<file path="src/rtl/sc_mmio_head_ctrl.sv">
// Head-of-active-list SC/MMIO issue controller with LR reservation tracking.
// Issues the head SC/MMIO op to the LSU once, waits for completion, and keeps
// the LR reservation (address, size, timeout) that SC execution consults.
module sc_mmio_head_ctrl #(
    parameter int unsigned AL_IDX_WIDTH = 7,
    parameter int unsigned PADDR_WIDTH  = 56,
    parameter int unsigned LOCK_TIMEOUT = 64
) (
    input  logic                    clk,
    input  logic                    rst_n,
    input  logic                    flush,
    input  logic                    head_valid,
    input  logic [AL_IDX_WIDTH-1:0] head_al_idx,
    input  logic                    head_is_sc,
    input  logic                    head_is_mmio,
    input  logic                    lr_commit_valid,
    input  logic [PADDR_WIDTH-1:0]  lr_commit_paddr,
    input  logic                    lr_commit_is_w,
    input  logic                    st_commit_valid,
    input  logic [PADDR_WIDTH-1:0]  st_commit_paddr,
    output logic                    exec_valid,
    input  logic                    exec_ready,
    output logic [AL_IDX_WIDTH-1:0] exec_al_idx,
    output logic                    exec_is_sc,
    output logic                    exec_has_lock,
    output logic [PADDR_WIDTH-1:0]  exec_lock_paddr,
    output logic                    exec_is_lr_w,
    input  logic                    done_valid,
    output logic                    busy
);

    localparam int unsigned CNT_WIDTH = (LOCK_TIMEOUT > 1) ? $clog2(LOCK_TIMEOUT) : 1;
    localparam logic [CNT_WIDTH-1:0] CNT_MAX = CNT_WIDTH'(LOCK_TIMEOUT - 1);

    typedef enum logic [1:0] {
        IDLE  = 2'd0,
        ISSUE = 2'd1,
        WAIT  = 2'd2
    } state_t;

    state_t                   state_q;
    state_t                   state_d;
    logic                     done_seen_q;
    logic [AL_IDX_WIDTH-1:0]  done_idx_q;
    logic                     lock_valid_q;
    logic [PADDR_WIDTH-1:0]   lock_paddr_q;
    logic                     lock_is_w_q;
    logic [CNT_WIDTH-1:0]     lock_cnt_q;

    logic head_qual_c;
    logic op_done_c;
    logic st_match_c;
    logic lock_expire_c;

    // A head is eligible unless it is the op that just completed and has not yet retired
    assign head_qual_c   = head_valid && (head_is_sc || head_is_mmio) && !flush &&
                           !(done_seen_q && (head_al_idx == done_idx_q));
    assign op_done_c     = (state_q == WAIT) && done_valid && !flush;
    assign st_match_c    = st_commit_valid && (st_commit_paddr == lock_paddr_q);
    assign lock_expire_c = (lock_cnt_q == CNT_MAX);

    // State register
    always_ff @(posedge clk or negedge rst_n) begin
        if (!rst_n) begin
            state_q <= IDLE;
        end else begin
            state_q <= state_d;
        end
    end

    // Next-state logic; flush overrides every transition including the handshake
    always_comb begin
        state_d = state_q;
        case (state_q)
            IDLE:    if (head_qual_c) state_d = ISSUE;
            ISSUE:   if (exec_ready)  state_d = WAIT;
            WAIT:    if (done_valid)  state_d = IDLE;
            default: state_d = IDLE;
        endcase
        if (flush) begin
            state_d = IDLE;
        end
    end

    // Capture identity and kind of the op being issued
    always_ff @(posedge clk or negedge rst_n) begin
        if (!rst_n) begin
            exec_al_idx <= '0;
            exec_is_sc  <= 1'b0;
        end else if ((state_q == IDLE) && head_qual_c) begin
            exec_al_idx <= head_al_idx;
            exec_is_sc  <= head_is_sc;
        end
    end

    // Remember the completed op until the head moves past it
    always_ff @(posedge clk or negedge rst_n) begin
        if (!rst_n) begin
            done_seen_q <= 1'b0;
            done_idx_q  <= '0;
        end else if (flush) begin
            done_seen_q <= 1'b0;
        end else if (op_done_c) begin
            done_seen_q <= 1'b1;
            done_idx_q  <= exec_al_idx;
        end else if (!head_valid || (head_al_idx != done_idx_q)) begin
            done_seen_q <= 1'b0;
        end
    end

    // LR reservation: flush > new LR > (store snoop, timeout, SC completion)
    always_ff @(posedge clk or negedge rst_n) begin
        if (!rst_n) begin
            lock_valid_q <= 1'b0;
            lock_paddr_q <= '0;
            lock_is_w_q  <= 1'b0;
            lock_cnt_q   <= '0;
        end else if (flush) begin
            lock_valid_q <= 1'b0;
            lock_cnt_q   <= '0;
        end else if (lr_commit_valid) begin
            lock_valid_q <= 1'b1;
            lock_paddr_q <= lr_commit_paddr;
            lock_is_w_q  <= lr_commit_is_w;
            lock_cnt_q   <= '0;
        end else if (lock_valid_q && (st_match_c || lock_expire_c || (op_done_c && exec_is_sc))) begin
            lock_valid_q <= 1'b0;
            lock_cnt_q   <= '0;
        end else if (lock_valid_q && !lock_expire_c) begin
            lock_cnt_q   <= lock_cnt_q + CNT_WIDTH'(1);
        end
    end

    assign exec_valid      = (state_q == ISSUE);
    assign busy            = (state_q != IDLE);
    assign exec_has_lock   = lock_valid_q;
    assign exec_lock_paddr = lock_paddr_q;
    assign exec_is_lr_w    = lock_is_w_q;

endmodule
</file>
<file path="config.mk">
export PLATFORM = sky130hd
export DESIGN_NAME = sc_mmio_head_ctrl
export DESIGN_NICKNAME = d
export VERILOG_FILES = /design/src/rtl/sc_mmio_head_ctrl.sv
export SDC_FILE = /design/constraint.sdc
export NUM_CORES = 1
export LEC_CHECK = 0
export ABC_AREA = 1
export BUFFER_PORTS_ARGS = -buffer_cell sky130_fd_sc_hd__buf_2
export CAP_MARGIN = 15
export CELL_PAD_IN_SITES_DETAIL_PLACEMENT = 1
export CELL_PAD_IN_SITES_GLOBAL_PLACEMENT = 1
export CORE_MARGIN = 5
export CORE_UTILIZATION = 35
export DETAILED_ROUTE_END_ITERATION = 8
export MAX_ROUTING_LAYER = met4
export PLACE_DENSITY_LB_ADDON = 0.1
export SLEW_MARGIN = 20
export SYNTH_ARGS = -nofsm -noshare
export SYNTH_HDL_FRONTEND = slang
export SYNTH_SLANG_ARGS = --single-unit
</file>
<file path="constraint.sdc">
create_clock -name clk -period 3.07 [get_ports clk]
set_input_delay 0.4605 -clock clk [delete_from_list [all_inputs] [get_ports clk]]
set_output_delay 0.4605 -clock clk [all_outputs]
set_load 0.02 [all_outputs]
</file>
Yosys cells after proc, flatten, opt, wreduce, memory -nomap -nowiden
Index checks and enable logic that the tools add are counted.

cells by class
  add/sub/neg operators = 1
  equal/unequal tests = 9
  mux-type cells = 15
  bitwise operators = 1
  reduce and logical (&&, ||, !) cells = 27

operators by type and width
  cell                 count
  $eq 56x56->1         1
  $mux 6               4
  $logic_and 1x1->1    11
  $mux 2               4
  $eq 7x7->1           1
  $ne 7x7->1           1
  $add 6x1->6 const B  1
  $eq 6x6->1 const B   1
  $mux 1               6
  $ne 3x3->1 const B   2
  $pmux 2 s3           1
  $reduce_bool 3->1    2
  $logic_not 1->1      4
  $logic_or 1x1->1     4
  $reduce_and 2->1     2
  $reduce_bool 4->1    1
  $ne 3x2->1 const B   1
  $reduce_and 3->1     1
  $eq 2x1->1 const B   1
  $eq 2x2->1 const B   1
  $logic_not 2->1      1
  $reduce_bool 2->1    1
  $not 1->1            1

word-level totals
  bits in registers = 82
  bits of input ports = 130
  logic and storage cells = 62

Depth between registers and ports, before layout
Gate-level depths: netlist of run 1.

  depth in word-level cells = 9
  depth in mapped cells = 11

Least setup slack after synthesis of run 1
OpenSTA, ideal clock, no wires.

  path type = input to register
  start = in flush
  end = reg lock_cnt_q[5]
  library setup time = 0.123 ns
  data arrival time = 1.219 ns
  data required time = 2.947 ns
  slack = 1.728 ns
  stages on the path = 8
  buffers on the path = 0
  cells stage by stage = nor2_1 -> inv_2 -> nor2_2 -> nor2_4 -> nand3_2 -> nand3b_4 -> xor2_1 -> a21oi_2

between the ends
  longest elaborated chain between the ends = 8
  elaborated cells between the ends (all ways) = 9
  those cells by class = mux (3); reduce/logical (6)

ends and longest elaborated chain
  item                    line  text
  start: declaration      11    input logic flush,
  $logic_not 1->1         58    assign op_done_c = (state_q == WAIT) && done_valid && !flush;
  $logic_and 1x1->1       58
  $logic_and 1x1->1       126   end else if (lock_valid_q && (st_match_c || lock_expire_c || (op_done_c && exec_is_sc))) begin
  $logic_or 1x1->1        126
  $logic_and 1x1->1       126
  $mux 6                  126
  $mux 6                  121   end else if (lr_commit_valid) begin
  $mux 6                  118   end else if (flush) begin
  end signal: assignment  130   lock_cnt_q <= lock_cnt_q + CNT_WIDTH'(1);
  end: declaration        48    logic [CNT_WIDTH-1:0] lock_cnt_q;

Parallel ways exist; a longest one is shown, timed or not.
A chain may end at the register's enable or synchronous reset.

Final worst setup path of run 1
  start = reg state_q[0]
  end = out busy

between the ends
  longest elaborated chain between the ends = 1

ends and longest elaborated chain
  item                      line  text
  start: declaration        41    state_t state_q;
  start signal: assignment  67    state_q <= state_d;
  $reduce_bool 2->1         135   assign busy = (state_q != IDLE);
  end: declaration          29    output logic busy

Every way passes these cells.

==> results.yml, run 1 <==
run_status:
  status: "complete, no violations"
clock_network:
  postCtsHoldBufs: 0
  clk_latency_ns: 0.34
  cts.clk_slew.worst_paths_ns: 0.06
  htreeDepth: 3
  root_buffer: "clkbuf_16"
  cts_tree: "built"
  post_cts_buffers: 0
  cts.sinks: 82
  cts_buffer_depth: 2
  cts_resized: 0
  cts_made_buffers: 9
power:
  power.share.sequential: 0.403
  power_leakage_nw: 3.328
  switching_share: 0.3224
  power_frac_clock: 0.342
  power_density_nw_per_um2: 579.7
  p_int_mw: 2.290
  net-switching-power_mw: 1.089
  peakVddDrop_mv: 0.2790
  comb_power_share: 0.255
critical_path:
  worst-r2r-cell-count: 11
  worstPathArrival_ns: 1.27
  path_class: "register to output pin"
  slowest_delay_ns: 0.41
  start_kind: "register"
  cp_slowest_cell: "dfrtp_1"
  crit_fanout: 4
  endpoint_kind: "output pin"
  critPathRequiredTime_ns: 2.61
  cp_cell_sequence: "nor2_1 -> inv_1 -> buf_2"
timing:
  slew_headroom: 0.4655
  post-route-period-util: 0.5652
  clock.fmax_mhz: 576.3
  setup_slack_ns: 1.335
  worstMarginPinSlew_ns: 0.8018
  clock-skew-final_ns: 0.004928
  hold_violations: 0
  hold_ws_ns: 0.1860
  setup-tns-final_ns: 0
  rsz0062_at_grt: "false"
  setup_viol_count_final: 0
  finalMaxSlewViolations: 0
  period_needed_ns: 1.735
detailed_routing:
  drtIter0Drc: 209
  drtAntennaViolNets: 0
  route.vias.total: 4270
  first_pass_iters: 4
  wl_met3_mm: 1.011
  wl_met2_mm: 6.801
  wl_per_cell_um: 14.87
  wl_mm: 14.05
  dr.max_layer_used: "met4"
  routed_via_density: 4.519
  drc: 0
  met1_length_mm: 6.002
synth:
  syn_nets: 701
  synth_area_sq_um: 4343
  yosysSeqAreaShare: 0.4725
  synth-seq-cells: 82
  synth_cell_types: 31
  synth_ff_type: "dfrtp_1"
  synth_cells: 570
  synthArstFlopShare: 1.000
  postSynthAreaPerCell_sq_um: 7.619
  synth_edf_count: 0
  ys_warn_count: 0
finish:
  utilization: 0.4813
  areaGrowthSynthToFinish_pct: 34.23
  fin_nets: 899
  seqCellArea_sq_um: 2052
  layout-drive-gt1-share: 0.3299
  fillers: 1619
  multiInputGateArea_sq_um: 1861
global_routing:
  grt_usage: 0.1995
  grt_first_pass_wirelength_mm: 22.53
  antenna_found_initial: 4
  grt_max_degree: 83
  grt_pass1_vias: 4591
  overflow: 0
placed_design:
  dpl.hpwl_mm: 11.36
  io_buffers: 197
  place.gp.congestion: 0.7801
  dp_slack_ns: 1.237
floorplan:
  die_height_um: 121.4
  start_util: 0.3586
  io_pins: 198
  coreArea_sq_um: 12110
  fp.dieArea_sq_um: 14740
  die_width_um: 121.4
  row_count: 40
run:
  cap_violations: 0
worst_hold_path:
  hold_class: "input port to asynchronous set/reset pin"
cell type report:
cell class,count,area share
repair buffers,199,0.1728
inverters,99,0.06375
clock inverters,1,0.005151
diodes,4,0.001717
flip-flops and latches,82,0.3520
clock buffers,15,0.04937
multi-input cells,377,0.3192
well taps,168,0.03606
through the flow:
| step | cells | instance area, sq um | power (mW) |
|---|---|---|---|
| after detailed placement | 925 | 5498 | 2.261 |
| after global placement | 925 | 5498 | 2.223 |
| final | 945 | 5829 | 3.380 |
| after global routing | 945 | 5829 | 3.591 |
| after floorplan | 570 | 4343 | 1.882 |
| after CTS | 941 | 5816 | 3.422 |
path summary, 6_finish.rpt:
check | start | slack (ns) | to
worst max-delay path | state_q[0] | 1.33 | busy
worst min-delay path | rst_n | 0.19 | exec_lock_paddr[15]
worst max register to register | exec_lock_paddr[48] | 1.47 | lock_cnt_q[0]
worst min register to register | done_idx_q[6] | 0.51 | done_idx_q[6]
max in group asynchronous | rst_n | 2.33 | done_idx_q[3]
min in group clk | exec_ready | 0.34 | state_q[0]
power groups by stage:
stage | registers, mW | clock network [mW] | logic [mW]
CTS | 1.36 | 1.17 | 0.884
detailed placement | 1.38 | 0 | 0.879
global placement | 1.37 | 0 | 0.853
global route | 1.39 | 1.24 | 0.966
finish | 1.36 | 1.16 | 0.862
floorplan | 1.51 | 0 | 0.367
synthesized netlist by cell type (2+ instances only):
library cell	instances	area share
nand2_1	156	0.13
buf_2	8	0.0092
or2_1	2	0.0029
buf_1	2	0.0017
nor3_2	2	0.0046
inv_2	8	0.0069
a21oi_1	47	0.054
o21ai_0	10	0.012
o21ai_1	11	0.013
nand3_2	2	0.0046
xor2_1	8	0.016
inv_1	91	0.079
dfrtp_1	82	0.47
nand3_1	6	0.0069
mux2_2	21	0.054
nor2_1	92	0.080
xnor2_1	8	0.016
registers in the layout (all words and copies together) (netlist names):
register / cells
exec_lock_paddr: 56
done_idx_q: 7
exec_al_idx: 7
lock_cnt_q: 6
state_q: 2
done_seen_q: 1
exec_has_lock: 1
exec_is_lr_w: 1
exec_is_sc: 1
layout by cell type (no fill, tap or decap), types with 2 or more instances in the layout:
| cell type | synthesis | routed |
|---|---|---|
| xnor2_1 | 8 | 8 |
| buf_4 | 1 | 2 |
| o21ai_0 | 10 | 10 |
| or2_1 | 2 | 2 |
| a21oi_1 | 47 | 47 |
| nand3_1 | 6 | 6 |
| diode_2 | 0 | 4 |
| nor3_2 | 2 | 2 |
| nor2_1 | 92 | 92 |
| dfrtp_1 | 82 | 82 |
| xor2_1 | 8 | 8 |
| nand2_1 | 156 | 155 |
| clkbuf_8 | 0 | 4 |
| o21ai_1 | 11 | 11 |
| inv_1 | 91 | 91 |
| nand3_2 | 2 | 2 |
| inv_2 | 8 | 8 |
| clkbuf_1 | 0 | 2 |
| mux2_2 | 21 | 21 |
| buf_2 | 8 | 196 |
| clkbuf_16 | 0 | 9 |
worst max-delay path: cells and delay by family (launching register included):
kind | cells | cell delay, ns
buffers and inverters | 2 | 0.26
DFF | 1 | 0.41
and+or+nand+nor | 1 | 0.26
cell families after synthesis:
logic type,after synthesis,synth area share
and+or+nand+nor,268,0.2518
buffers and inverters,111,0.1008
DFF,82,0.4725
AOI/OAI and AO/OA,71,0.08528
muxes,21,0.05445
xor gates and xnor gates,16,0.03227
adders and majority gates,1,0.002881
routing by layer:
layer / vias to the layer above / global-route usage
li1: 2130 / -
met1: 1986 / 0.2399
met2: 137 / 0.3278
met3: 17 / 0.04942
met4: 0 / 0.06863
met5: - / -
No activity file was read; power rests on OpenSTA's default activity.
==> inputs of run 2 (changes only) <==
--- a/config.mk
+++ b/config.mk
@@ -5,13 +5,13 @@
 export SDC_FILE = /design/constraint.sdc
 export NUM_CORES = 1
 export LEC_CHECK = 0
-export ABC_AREA = 1
+export ABC_AREA = 0
 export BUFFER_PORTS_ARGS = -buffer_cell sky130_fd_sc_hd__buf_2
 export CAP_MARGIN = 15
 export CELL_PAD_IN_SITES_DETAIL_PLACEMENT = 1
 export CELL_PAD_IN_SITES_GLOBAL_PLACEMENT = 1
 export CORE_MARGIN = 5
-export CORE_UTILIZATION = 35
+export CORE_UTILIZATION = 32
 export DETAILED_ROUTE_END_ITERATION = 8
 export MAX_ROUTING_LAYER = met4
 export PLACE_DENSITY_LB_ADDON = 0.1
==> constraint.sdc (replaced) <==
create_clock -name clk -period 1.5 [get_ports clk]
set_input_delay 0.225 -clock clk [delete_from_list [all_inputs] [get_ports clk]]
set_output_delay 0.225 -clock clk [all_outputs]
set_load 0.02 [all_outputs]
==> run 2 against run 1 <==
The run now ends with negative setup slack left. Die area increased by 6.3%. Routed wire length is 8.2% higher. Cell area is 20% higher. Sequential share of layout area fell by 5.6 points. Core utilization up 5.0 points. Cell count is 8.9% lower. Global-route usage down 0.066 points. Critical endpoint is now exec_al_idx[2]. Largest power group is now the clock network.
==> results.yml, run 2 <==
run_status:
  status: "complete, but fails checks"
  violations: "negative setup slack"
synth:
  synth_area_sq_um: 4243
  syn_nets: 501
  yosysMostFrequentCell: "dfrtp_1"
  synthTopCellsByArea: "dfrtp_1 (48%), mux2_2 (14%), xnor2_1 (7.6%)"
  yosys.area.top_type: "dfrtp_1"
  synth_common_cells: "dfrtp_1 (82), mux2_2 (54), xnor2_1 (37)"
  postSynthAreaPerCell_sq_um: 11.47
  synth-seq-cells: 82
  synth_edf_count: 0
  synth_cell_types: 42
  synth_ff_type: "dfrtp_1"
  synthDominantCellAreaShare: 0.4836
  synthArstFlopShare: 1.000
  ys_warn_count: 0
  yosysSeqAreaShare: 0.4836
  synth_cells: 370
detailed_routing:
  route.vias.total: 4107
  drc: 0
  routed_via_density: 4.770
  first_pass_iters: 6
  wl_mm: 15.20
  wl_per_cell_um: 17.65
  drtIter0Drc: 91
  drtAntennaViolNets: 0
clock_network:
  cts_tree: "built"
  root_buffer: "clkbuf_16"
  clk_latency_ns: 0.35
  cts.clk_slew.worst_paths_ns: 0.06
  cts.sinks: 82
  htreeDepth: 3
  cts_made_buffers: 9
  cts_buffer_depth: 2
timing:
  finalMaxSlewViolations: 0
  setup_slack_ns: -0.3552
  period_needed_ns: 1.855
  rsz0062_at_grt: "true"
  setup_viol_count_final: 15
  worstMarginPinSlew_ns: 0.4939
  hold_violations: 0
  hold_ws_ns: 0.08742
  setup-tns-final_ns: -4.513
  clock-skew-final_ns: 0.008602
  slew_headroom: 0.6707
  clock.fmax_mhz: 539.0
  post-route-period-util: 1.237
critical_path:
  crit_fanout: 8
  worstPathArrival_ns: 2.08
  path_class: "register to register"
  critPathRequiredTime_ns: 1.73
  endpoint_kind: "register"
  start_kind: "register"
finish:
  stdcell_count: 861
  finalInstanceArea_sq_um: 6977
  final_cell_mix: "buf_2 (195), buf_4 (104), dfrtp_1 (73)"
  largest_reg_flops: 56
  utilization: 0.5310
  final_common_cell: "buf_2"
  fillers: 1501
  layout-drive-gt1-share: 0.6364
  fin_nets: 808
  areaGrowthSynthToFinish_pct: 64.44
placed_design:
  placed_cells: 838
  post_dp_cell_area_sq_um: 6285
  place.gp.congestion: 0.8061
  dpl.hpwl_mm: 12.03
  dp_slack_ns: -0.4540
  io_buffers: 197
global_routing:
  grt_max_degree: 47
  grt_usage: 0.1988
  antenna_found_initial: 2
  overflow: 0
  grt_first_pass_wirelength_mm: 24.00
  grt_pass1_vias: 4616
floorplan:
  die_width_um: 125.1
  die_height_um: 125.1
  row_count: 42
  io_pins: 198
  start_util: 0.3230
  fp.dieArea_sq_um: 15660
  coreArea_sq_um: 13140
worst_hold_path:
  hold_class: "input port to register"
power:
  power_density_nw_per_um2: 1179
  totalPowerFinal_mw: 8.225
  power_leakage_nw: 3.425
  peakVddDrop_mv: 0.5393
run:
  cap_violations: 0
==> run 2: final cells by class <==
cell class	instances	area (sq um)	share of cell area
antenna	3	7.507	0.001076
clock buffer	10	239.0	0.03425
clock inverter	6	136.4	0.01955
inverter	14	52.55	0.007532
multi-input combinational	265	2391	0.3427
sequential	82	2063	0.2957
tap	176	220.2	0.03156
timing repair buffer	305	1867	0.2676
==> run 2: kinds of logic after synthesis <==
kind of cell / Yosys count / share of synthesized area
XOR/XNOR: 50 / 0.1032
multiplexers: 68 / 0.1802
buffers and inverters: 23 / 0.02300
AND/OR/NAND/NOR: 117 / 0.1616
AO/OA/AOI/OAI: 29 / 0.04541
flip-flops: 82 / 0.4836
adder cells (fa/ha/maj): 1 / 0.002949
==> run 2: layer usage <==
layer	vias up	part of all wire	GRT usage
met1	2005	0.41	0.2287
met2	145	0.52	0.3474
li1	1936	-	-
met3	21	0.057	0.04222
met5	-	0	-
met4	0	0.019	0.06314
==> run 2: power breakdown <==
part	total (mW)	internal [mW]	switching, mW	leakage (nW)
logic	2.60	1.36	1.24	2.26
clock network	2.82	1.85	0.973	0.179
registers	2.80	2.53	0.270	0.987
==> run 2: final timing paths <==
check | startpoint | end | slack, ns | depth (start not counted)
min | lr_commit_paddr[41] | exec_lock_paddr[41] | 0.09 | 3
max | done_idx_q[4] | exec_al_idx[2] | -0.36 | 7
min in group asynchronous | rst_n | done_idx_q[1] | 0.38 | 3
max in group asynchronous | rst_n | exec_lock_paddr[45] | 0.62 | 3
max reg2reg | done_idx_q[4] | exec_al_idx[2] | -0.36 | 7
min reg2reg | done_idx_q[0] | done_idx_q[0] | 0.53 | 1
==> run 2: what timing repair did <==
| item | CTS | global route |
|---|---|---|
| buffers inserted | 0 | 3 |
| setup endpoints to repair | 16 | 24 |
| hold endpoints to repair | 82 | 0 |
| cloned | 0 | 0 |
| gates resized for setup | 27 | 17 |
| pin swaps | 17 | 10 |
| hold buffers | 1 | 0 |
==> run 2: worst max-delay path, cell delays in order (launching register included) <==
cell       delay [ns]
dfrtp_1          0.39
xor2_1           0.17
nor4_2           0.29
nand4_1          0.18
o2111ai_2        0.10
or2_1            0.17
buf_12           0.14
mux2_4           0.29
